File: src/rtl/e203_ifu_prefetch_pkg.sv
// rtl/e203_ifu_prefetch_pkg.sv - default widths/depths and shared types for the IFU prefetcher
package e203_ifu_prefetch_pkg;

    localparam int E203_PC_W         = 32;
    localparam int E203_INSTR_W      = 32;
    localparam int E203_IFU_OUTS_MAX = 2;
    localparam int E203_IFU_IRQ_DEP  = 4;

    // Source of the next fetch_pc value
    typedef enum logic [1:0] {
        PC_SRC_HOLD  = 2'd0,
        PC_SRC_BOOT  = 2'd1,
        PC_SRC_FLUSH = 2'd2,
        PC_SRC_INCR  = 2'd3
    } pc_src_e;

endpackage

File: src/rtl/e203_ifu_ir_fifo.sv
// rtl/e203_ifu_ir_fifo.sv - parametrised sync FIFO with flush; a push in a flush cycle becomes the sole entry
module e203_ifu_ir_fifo #(
    parameter int WIDTH = 32,
    parameter int DEPTH = 4
) (
    input  logic                       clk,
    input  logic                       rst,
    input  logic                       flush,
    input  logic                       push,
    input  logic [WIDTH-1:0]           push_data,
    input  logic                       pop,
    output logic [WIDTH-1:0]           head_data,
    output logic [$clog2(DEPTH+1)-1:0] count
);

    localparam int PTR_W = (DEPTH > 1) ? $clog2(DEPTH) : 1;
    localparam int CW    = $clog2(DEPTH + 1);

    logic [WIDTH-1:0] mem [DEPTH];
    logic [PTR_W-1:0] rd_ptr;
    logic [PTR_W-1:0] wr_ptr;
    logic [PTR_W-1:0] wr_idx;
    logic [CW-1:0]    cnt;
    logic             empty;
    logic             full;
    logic             do_push;
    logic             do_pop;

    function automatic logic [PTR_W-1:0] ptr_inc(input logic [PTR_W-1:0] p);
        return (p == PTR_W'(DEPTH - 1)) ? '0 : p + 1'b1;
    endfunction

    assign empty   = (cnt == '0);
    assign full    = (cnt == CW'(DEPTH));
    assign do_pop  = pop & ~empty & ~flush;
    assign do_push = push & (flush | ~full | do_pop);
    assign wr_idx  = flush ? '0 : wr_ptr;

    always_ff @(posedge clk) begin
        if (do_push) begin
            mem[wr_idx] <= push_data;
        end
    end

    always_ff @(posedge clk or posedge rst) begin
        if (rst) begin
            rd_ptr <= '0;
            wr_ptr <= '0;
            cnt    <= '0;
        end else if (flush) begin
            rd_ptr <= '0;
            wr_ptr <= do_push ? ptr_inc('0) : '0;
            cnt    <= do_push ? CW'(1) : '0;
        end else begin
            if (do_push) begin
                wr_ptr <= ptr_inc(wr_ptr);
            end
            if (do_pop) begin
                rd_ptr <= ptr_inc(rd_ptr);
            end
            cnt <= cnt + CW'(do_push) - CW'(do_pop);
        end
    end

    assign head_data = mem[rd_ptr];
    assign count     = cnt;

endmodule

File: src/rtl/e203_ifu_prefetch.sv
// rtl/e203_ifu_prefetch.sv - multi-outstanding sequential instruction prefetcher with IR FIFO, flush and halt
module e203_ifu_prefetch
    import e203_ifu_prefetch_pkg::*;
#(
    parameter int PC_W     = E203_PC_W,
    parameter int INSTR_W  = E203_INSTR_W,
    parameter int OUTS_MAX = E203_IFU_OUTS_MAX,
    parameter int FIFO_DEP = E203_IFU_IRQ_DEP
) (
    input  logic               clk,
    input  logic               rst,
    input  logic [PC_W-1:0]    pc_rtvec,
    output logic               ifu_req_valid,
    input  logic               ifu_req_ready,
    output logic [PC_W-1:0]    ifu_req_pc,
    input  logic               ifu_rsp_valid,
    output logic               ifu_rsp_ready,
    input  logic               ifu_rsp_err,
    input  logic [INSTR_W-1:0] ifu_rsp_instr,
    output logic               ifu_o_valid,
    input  logic               ifu_o_ready,
    output logic [INSTR_W-1:0] ifu_o_ir,
    output logic [PC_W-1:0]    ifu_o_pc,
    output logic               ifu_o_buserr,
    output logic               ifu_o_misalgn,
    input  logic               pipe_flush_req,
    input  logic [PC_W-1:0]    pipe_flush_pc,
    output logic               pipe_flush_ack,
    input  logic               ifu_halt_req,
    output logic               ifu_halt_ack
);

    localparam int OW = $clog2(OUTS_MAX + 1);
    localparam int FW = $clog2(FIFO_DEP + 1);
    localparam int SW = $clog2(OUTS_MAX + FIFO_DEP + 1);
    localparam int EW = INSTR_W + PC_W + 2;

    logic            boot_pend;
    logic            stop;
    logic            halt_ack_q;
    logic [PC_W-1:0] fetch_pc;
    logic [OW-1:0]   drop_cnt;
    logic [OW-1:0]   drop_nxt;
    logic [OW-1:0]   outs_tot;
    logic [OW-1:0]   outs_live;
    logic [FW-1:0]   fifo_cnt;
    logic [PC_W-1:0] rsp_pc;
    logic            rsp_hsk;
    logic            rsp_drop;
    logic            rsp_live;
    logic            req_hsk;
    logic            flush_misalgn;
    logic            ir_push;
    logic [EW-1:0]   ir_push_data;
    logic [EW-1:0]   ir_head;
    pc_src_e         pc_src;

    assign ifu_rsp_ready  = 1'b1;
    assign pipe_flush_ack = 1'b1;
    assign ifu_halt_ack   = halt_ack_q;

    // A response with nothing in flight is ignored so the counters can never wrap
    assign rsp_hsk       = ifu_rsp_valid & (outs_tot != '0);
    assign rsp_drop      = rsp_hsk & (drop_cnt != '0);
    assign rsp_live      = rsp_hsk & (drop_cnt == '0);
    assign outs_live     = outs_tot - drop_cnt;
    assign flush_misalgn = pipe_flush_req & (pipe_flush_pc[1:0] != 2'b00);

    assign ifu_req_valid = ~boot_pend & ~stop & ~ifu_halt_req & ~pipe_flush_req
                         & (outs_tot < OW'(OUTS_MAX))
                         & ((SW'(outs_live) + SW'(fifo_cnt)) < SW'(FIFO_DEP));
    assign ifu_req_pc    = fetch_pc;
    assign req_hsk       = ifu_req_valid & ifu_req_ready;

    // Every request, live or later discarded, owns one slot here, so occupancy is the in-flight total
    e203_ifu_ir_fifo #(
        .WIDTH (PC_W),
        .DEPTH (OUTS_MAX)
    ) u_pc_fifo (
        .clk       (clk),
        .rst       (rst),
        .flush     (1'b0),
        .push      (req_hsk),
        .push_data (fetch_pc),
        .pop       (rsp_hsk),
        .head_data (rsp_pc),
        .count     (outs_tot)
    );

    always_comb begin
        ir_push      = rsp_live;
        ir_push_data = {ifu_rsp_instr, rsp_pc, ifu_rsp_err, 1'b0};
        if (pipe_flush_req) begin
            ir_push      = flush_misalgn;
            ir_push_data = {{INSTR_W{1'b0}}, pipe_flush_pc, 1'b0, 1'b1};
        end
    end

    e203_ifu_ir_fifo #(
        .WIDTH (EW),
        .DEPTH (FIFO_DEP)
    ) u_ir_fifo (
        .clk       (clk),
        .rst       (rst),
        .flush     (pipe_flush_req),
        .push      (ir_push),
        .push_data (ir_push_data),
        .pop       (ifu_o_ready),
        .head_data (ir_head),
        .count     (fifo_cnt)
    );

    assign ifu_o_valid   = (fifo_cnt != '0);
    assign ifu_o_ir      = ir_head[EW-1 -: INSTR_W];
    assign ifu_o_pc      = ir_head[PC_W+1:2];
    assign ifu_o_buserr  = ir_head[1];
    assign ifu_o_misalgn = ir_head[0];

    always_comb begin
        drop_nxt = drop_cnt;
        pc_src   = PC_SRC_HOLD;
        if (pipe_flush_req) begin
            // Everything still in flight after this cycle's response becomes stale
            drop_nxt = outs_tot - OW'(rsp_hsk);
            pc_src   = flush_misalgn ? PC_SRC_HOLD : PC_SRC_FLUSH;
        end else begin
            if (rsp_drop) begin
                drop_nxt = drop_cnt - 1'b1;
            end
            if (boot_pend) begin
                pc_src = PC_SRC_BOOT;
            end else if (req_hsk) begin
                pc_src = PC_SRC_INCR;
            end
        end
    end

    always_ff @(posedge clk or posedge rst) begin
        if (rst) begin
            boot_pend  <= 1'b1;
            stop       <= 1'b0;
            halt_ack_q <= 1'b0;
            drop_cnt   <= '0;
            fetch_pc   <= '0;
        end else begin
            // Boot lasts exactly one cycle; a flush in that cycle supplies the PC instead
            boot_pend  <= 1'b0;
            drop_cnt   <= drop_nxt;
            halt_ack_q <= ifu_halt_req & (outs_tot == '0);
            if (pipe_flush_req) begin
                stop <= flush_misalgn;
            end
            case (pc_src)
                PC_SRC_BOOT:  fetch_pc <= {pc_rtvec[PC_W-1:2], 2'b00};
                PC_SRC_FLUSH: fetch_pc <= pipe_flush_pc;
                PC_SRC_INCR:  fetch_pc <= fetch_pc + PC_W'(4);
                default:      fetch_pc <= fetch_pc;
            endcase
        end
    end

endmodule

File: config.mk
export PLATFORM = sky130hd
export DESIGN_NAME = e203_ifu_prefetch
export DESIGN_NICKNAME = d
export VERILOG_FILES = /design/src/rtl/e203_ifu_prefetch_pkg.sv /design/src/rtl/e203_ifu_ir_fifo.sv /design/src/rtl/e203_ifu_prefetch.sv
export SDC_FILE = /design/constraint.sdc
export NUM_CORES = 1
export LEC_CHECK = 0
export ABC_AREA = 1
export CAP_MARGIN = 30
export CORE_UTILIZATION = 30
export CTS_CLUSTER_SIZE = 30
export DETAILED_ROUTE_END_ITERATION = 7
export PLACE_DENSITY = 0.6
export SLEW_MARGIN = 20
export SYNTH_ARGS = -nofsm -noshare
export SYNTH_HDL_FRONTEND = slang
export SYNTH_SLANG_ARGS = --single-unit
File: constraint.sdc
create_clock -name clk -period 7.49 [get_ports clk]
set_input_delay 1.498 -clock clk [delete_from_list [all_inputs] [get_ports clk]]
set_output_delay 1.498 -clock clk [all_outputs]
set_load 0.01 [all_outputs]
==> flow_metrics.tcl <==
set metrics [dict create \
    ys_warn_count 0 \
    dr.pass1.iters 5 \
    crit_path_start_kind "flip-flop" \
    max-slew-margin-rel 0.4245 \
    clock-sinks 376 \
    cts_tree "done" \
    route.detailed.drc 0 \
    diodes 0 \
    synthTopCellsByArea "edfxtp_1 62%, dfrtp_1 7.3%, nor2_1 6.0%, o21ai_0 4.7%, nand2_1 3.0%" \
    totalWireLength_mm 41.48 \
    ant_nets 0 \
    synth_top_area_frac 0.6153 \
    syn-cell-area_um2 16010 \
    crit_chain "inv_4 -> buf_4 -> o21ai_0 -> o22ai_1 -> clkdlybuf4s50_1" \
    critical_path.endpoint_type "output port" \
    fin_util 0.3824 \
    cp_num_buf_inv 3 \
    wl_met3_mm 2.012 \
    gp_congestion 0.8049 \
    cp_top_family "buffers and inverters" \
    top_layer_used "met4" \
    dp_slack_ns 2.711 \
    finalCriticalPeriod_ns 5.120 \
    mostFrequentLayoutCells "328 x edfxtp_1, 251 x nor2_1, 201 x clkdlybuf4s50_1" \
    power.leakage_nw 7.171 \
    io_buffers 202 \
    vias 11050 \
    wl_met1_mm 18.30 \
    area_delta_synth_final_pct 25.80 \
    grt_pass1_wl_mm 62.71 \
    dieArea_um2 54280 \
    setup_viol 0 \
    required_ns 5.99 \
    wire_per_inst_um 17.96 \
    hold_class "reg2reg" \
    slowest_stage "dfrtp_4" \
    grt_max_degree 84 \
    cp_slowest_stage_delay_ns 0.73 \
    core_area_um2 52660 \
    drive_gt1_frac 0.08822 \
    grt_pass1_vias 10880 \
    status "finished clean" \
    dr_wl_met2_mm 20.33 \
    cts_resized 0 \
    tightest_slew_ns 0.8633 \
    numCtsBuffers 41 \
    die_h_um 233.0 \
    fin_worst_skew_ns 0.01576 \
    place_hpwl_mm 26.31 \
    fin_ws_ns 2.370 \
    layout.nets 1707 \
    synth_seq_cells 376 \
    syn_inst 1400 \
    synth.distinct_cells 45 \
    overflow 0 \
    criticalPathCategory "reg2out" \
    fp.dieW_um 233.0 \
    peakVddDrop_mv 0.1365 \
    start_util 0.3040 \
    post_cts_buffers 0 \
    crit_fanout 83 \
    cts.hold.buffers_added 0 \
    ios 207 \
    clock_latency_ns 0.56 \
    cts-root-buf "clkbuf_16" \
    arrival_ns 3.62 \
    hold_viol_final 0 \
    track_usage 0.1534 \
    ys_seq_area_frac 0.6905 \
    final_max_slew_viol_count 0 \
    final_common_cell "edfxtp_1" \
    rrSetupSlack_ns 3.65 \
    drt-initial-drc-count 720 \
    rsz0062_at_grt "no" \
    yosys.area.top_type "edfxtp_1" \
    routed_via_density 4.784 \
    cts_max_level 2 \
    period_share 0.6836 \
    fmax_ghz 0.1953 \
    tns_ns 0 \
    antenna_found_initial 0 \
    syn_area_per_cell_um2 11.43 \
    path_clk_slew_ns 0.06 \
    ctsLongestPathBuffers 3 \
    total_power_mw 6.165 \
    maxCapViolCount 0 \
    power_density_nw_per_um2 306.2 \
    rows 84 \
]
-- state kept, by name, summed over array words and instances (netlist names) --
name	cells
u_pc_fifo.mem	64
drop_cnt	2
u_pc_fifo.rd_ptr	1
boot_pend	1
u_pc_fifo.wr_ptr	1
ifu_halt_ack	1
u_ir_fifo.count	3
u_ir_fifo.rd_ptr	2
stop	1
u_ir_fifo.wr_ptr	2
u_ir_fifo.mem	264
ifu_req_pc	32
u_pc_fifo.count	2
-- cells in the mapped netlist, drive strengths merged --
cell and instances:
nand3 43, edfxtp 328, a22oi 13, a31oi 5, a21boi 1, o21bai 1
fa 1, dfrtp 47, xor2 6, nor4 1, a211oi 1, nand4 1
or2 1, a32oi 1, ha 12, clkbuf 53, dfstp 1, o21ai 162
nor2 270, xnor2 1, nor3 5, a21oi 87, inv 96, clkinv 1
and2 3, conb 2, buf 27, nand2 142, nand3b 1, o22ai 67
a221oi 20
-- report_power, final --
| part | internal, mW | switching [mW] |
|---|---|---|
| combinational | 0.592 | 0.855 |
| clock | 1.22 | 0.815 |
| sequential | 2.54 | 0.147 |
-- per-layer routing --
metal | GRT usage | vias up
li1 | - | 5340
met1 | 0.1950 | 5375
met2 | 0.2636 | 277
met3 | 0.03027 | 54
met4 | 0.04310 | 0
met5 | 0 | -
-- through the flow --
stage / cells / hold slack (ns) / cell area [um^2]
2_1_floorplan: 1401 / 0.4294 / 16020
3_3_place_gp: 2235 / 0.4553 / 18780
3_5_place_dp: 2235 / 0.4554 / 18780
4_1_cts: 2309 / 0.4624 / 20140
5_1_grt: 2309 / 0.4862 / 20140
6_report: 2309 / 0.4624 / 20140
-- cells by family after synthesis --
family	share of synthesized area
compound gates	0.1264
xor+xnor	0.003830
fa+ha+maj	0.01063
buf+inv	0.04448
flops	0.6905
other cells	0.0004692
simple gates	0.1237
-- final timing paths --
path	from	end	cells past startpoint
worst max-delay path	u_ir_fifo.rd_ptr[0]$_DFFE_PP0P_	ifu_o_pc[8]	5
worst min-delay path	u_pc_fifo.count[0]$_DFF_PP0_	ifu_halt_ack$_DFF_PP0_	1
worst max register to register	u_pc_fifo.count[1]$_DFF_PP0_	ifu_req_pc[4]$_DFFE_PP0P_	16
worst min register to register	u_pc_fifo.count[0]$_DFF_PP0_	ifu_halt_ack$_DFF_PP0_	1
max in group asynchronous	rst	u_ir_fifo.rd_ptr[0]$_DFFE_PP0P_	3
min in group asynchronous	rst	ifu_req_pc[2]$_DFFE_PP0P_	3
-- final cells by class --
class	count	area [um^2]
Tap cell	688	860.8
Clock buffer	47	1049
Inverter	97	366.6
Sequential cell	376	11060
Multi-Input combinational cell	848	4292
Clock inverter	27	311.5
Fill cell	5018	32520
Timing Repair Buffer	226	2200
Note: power is estimated with default switching activity, not from simulation.
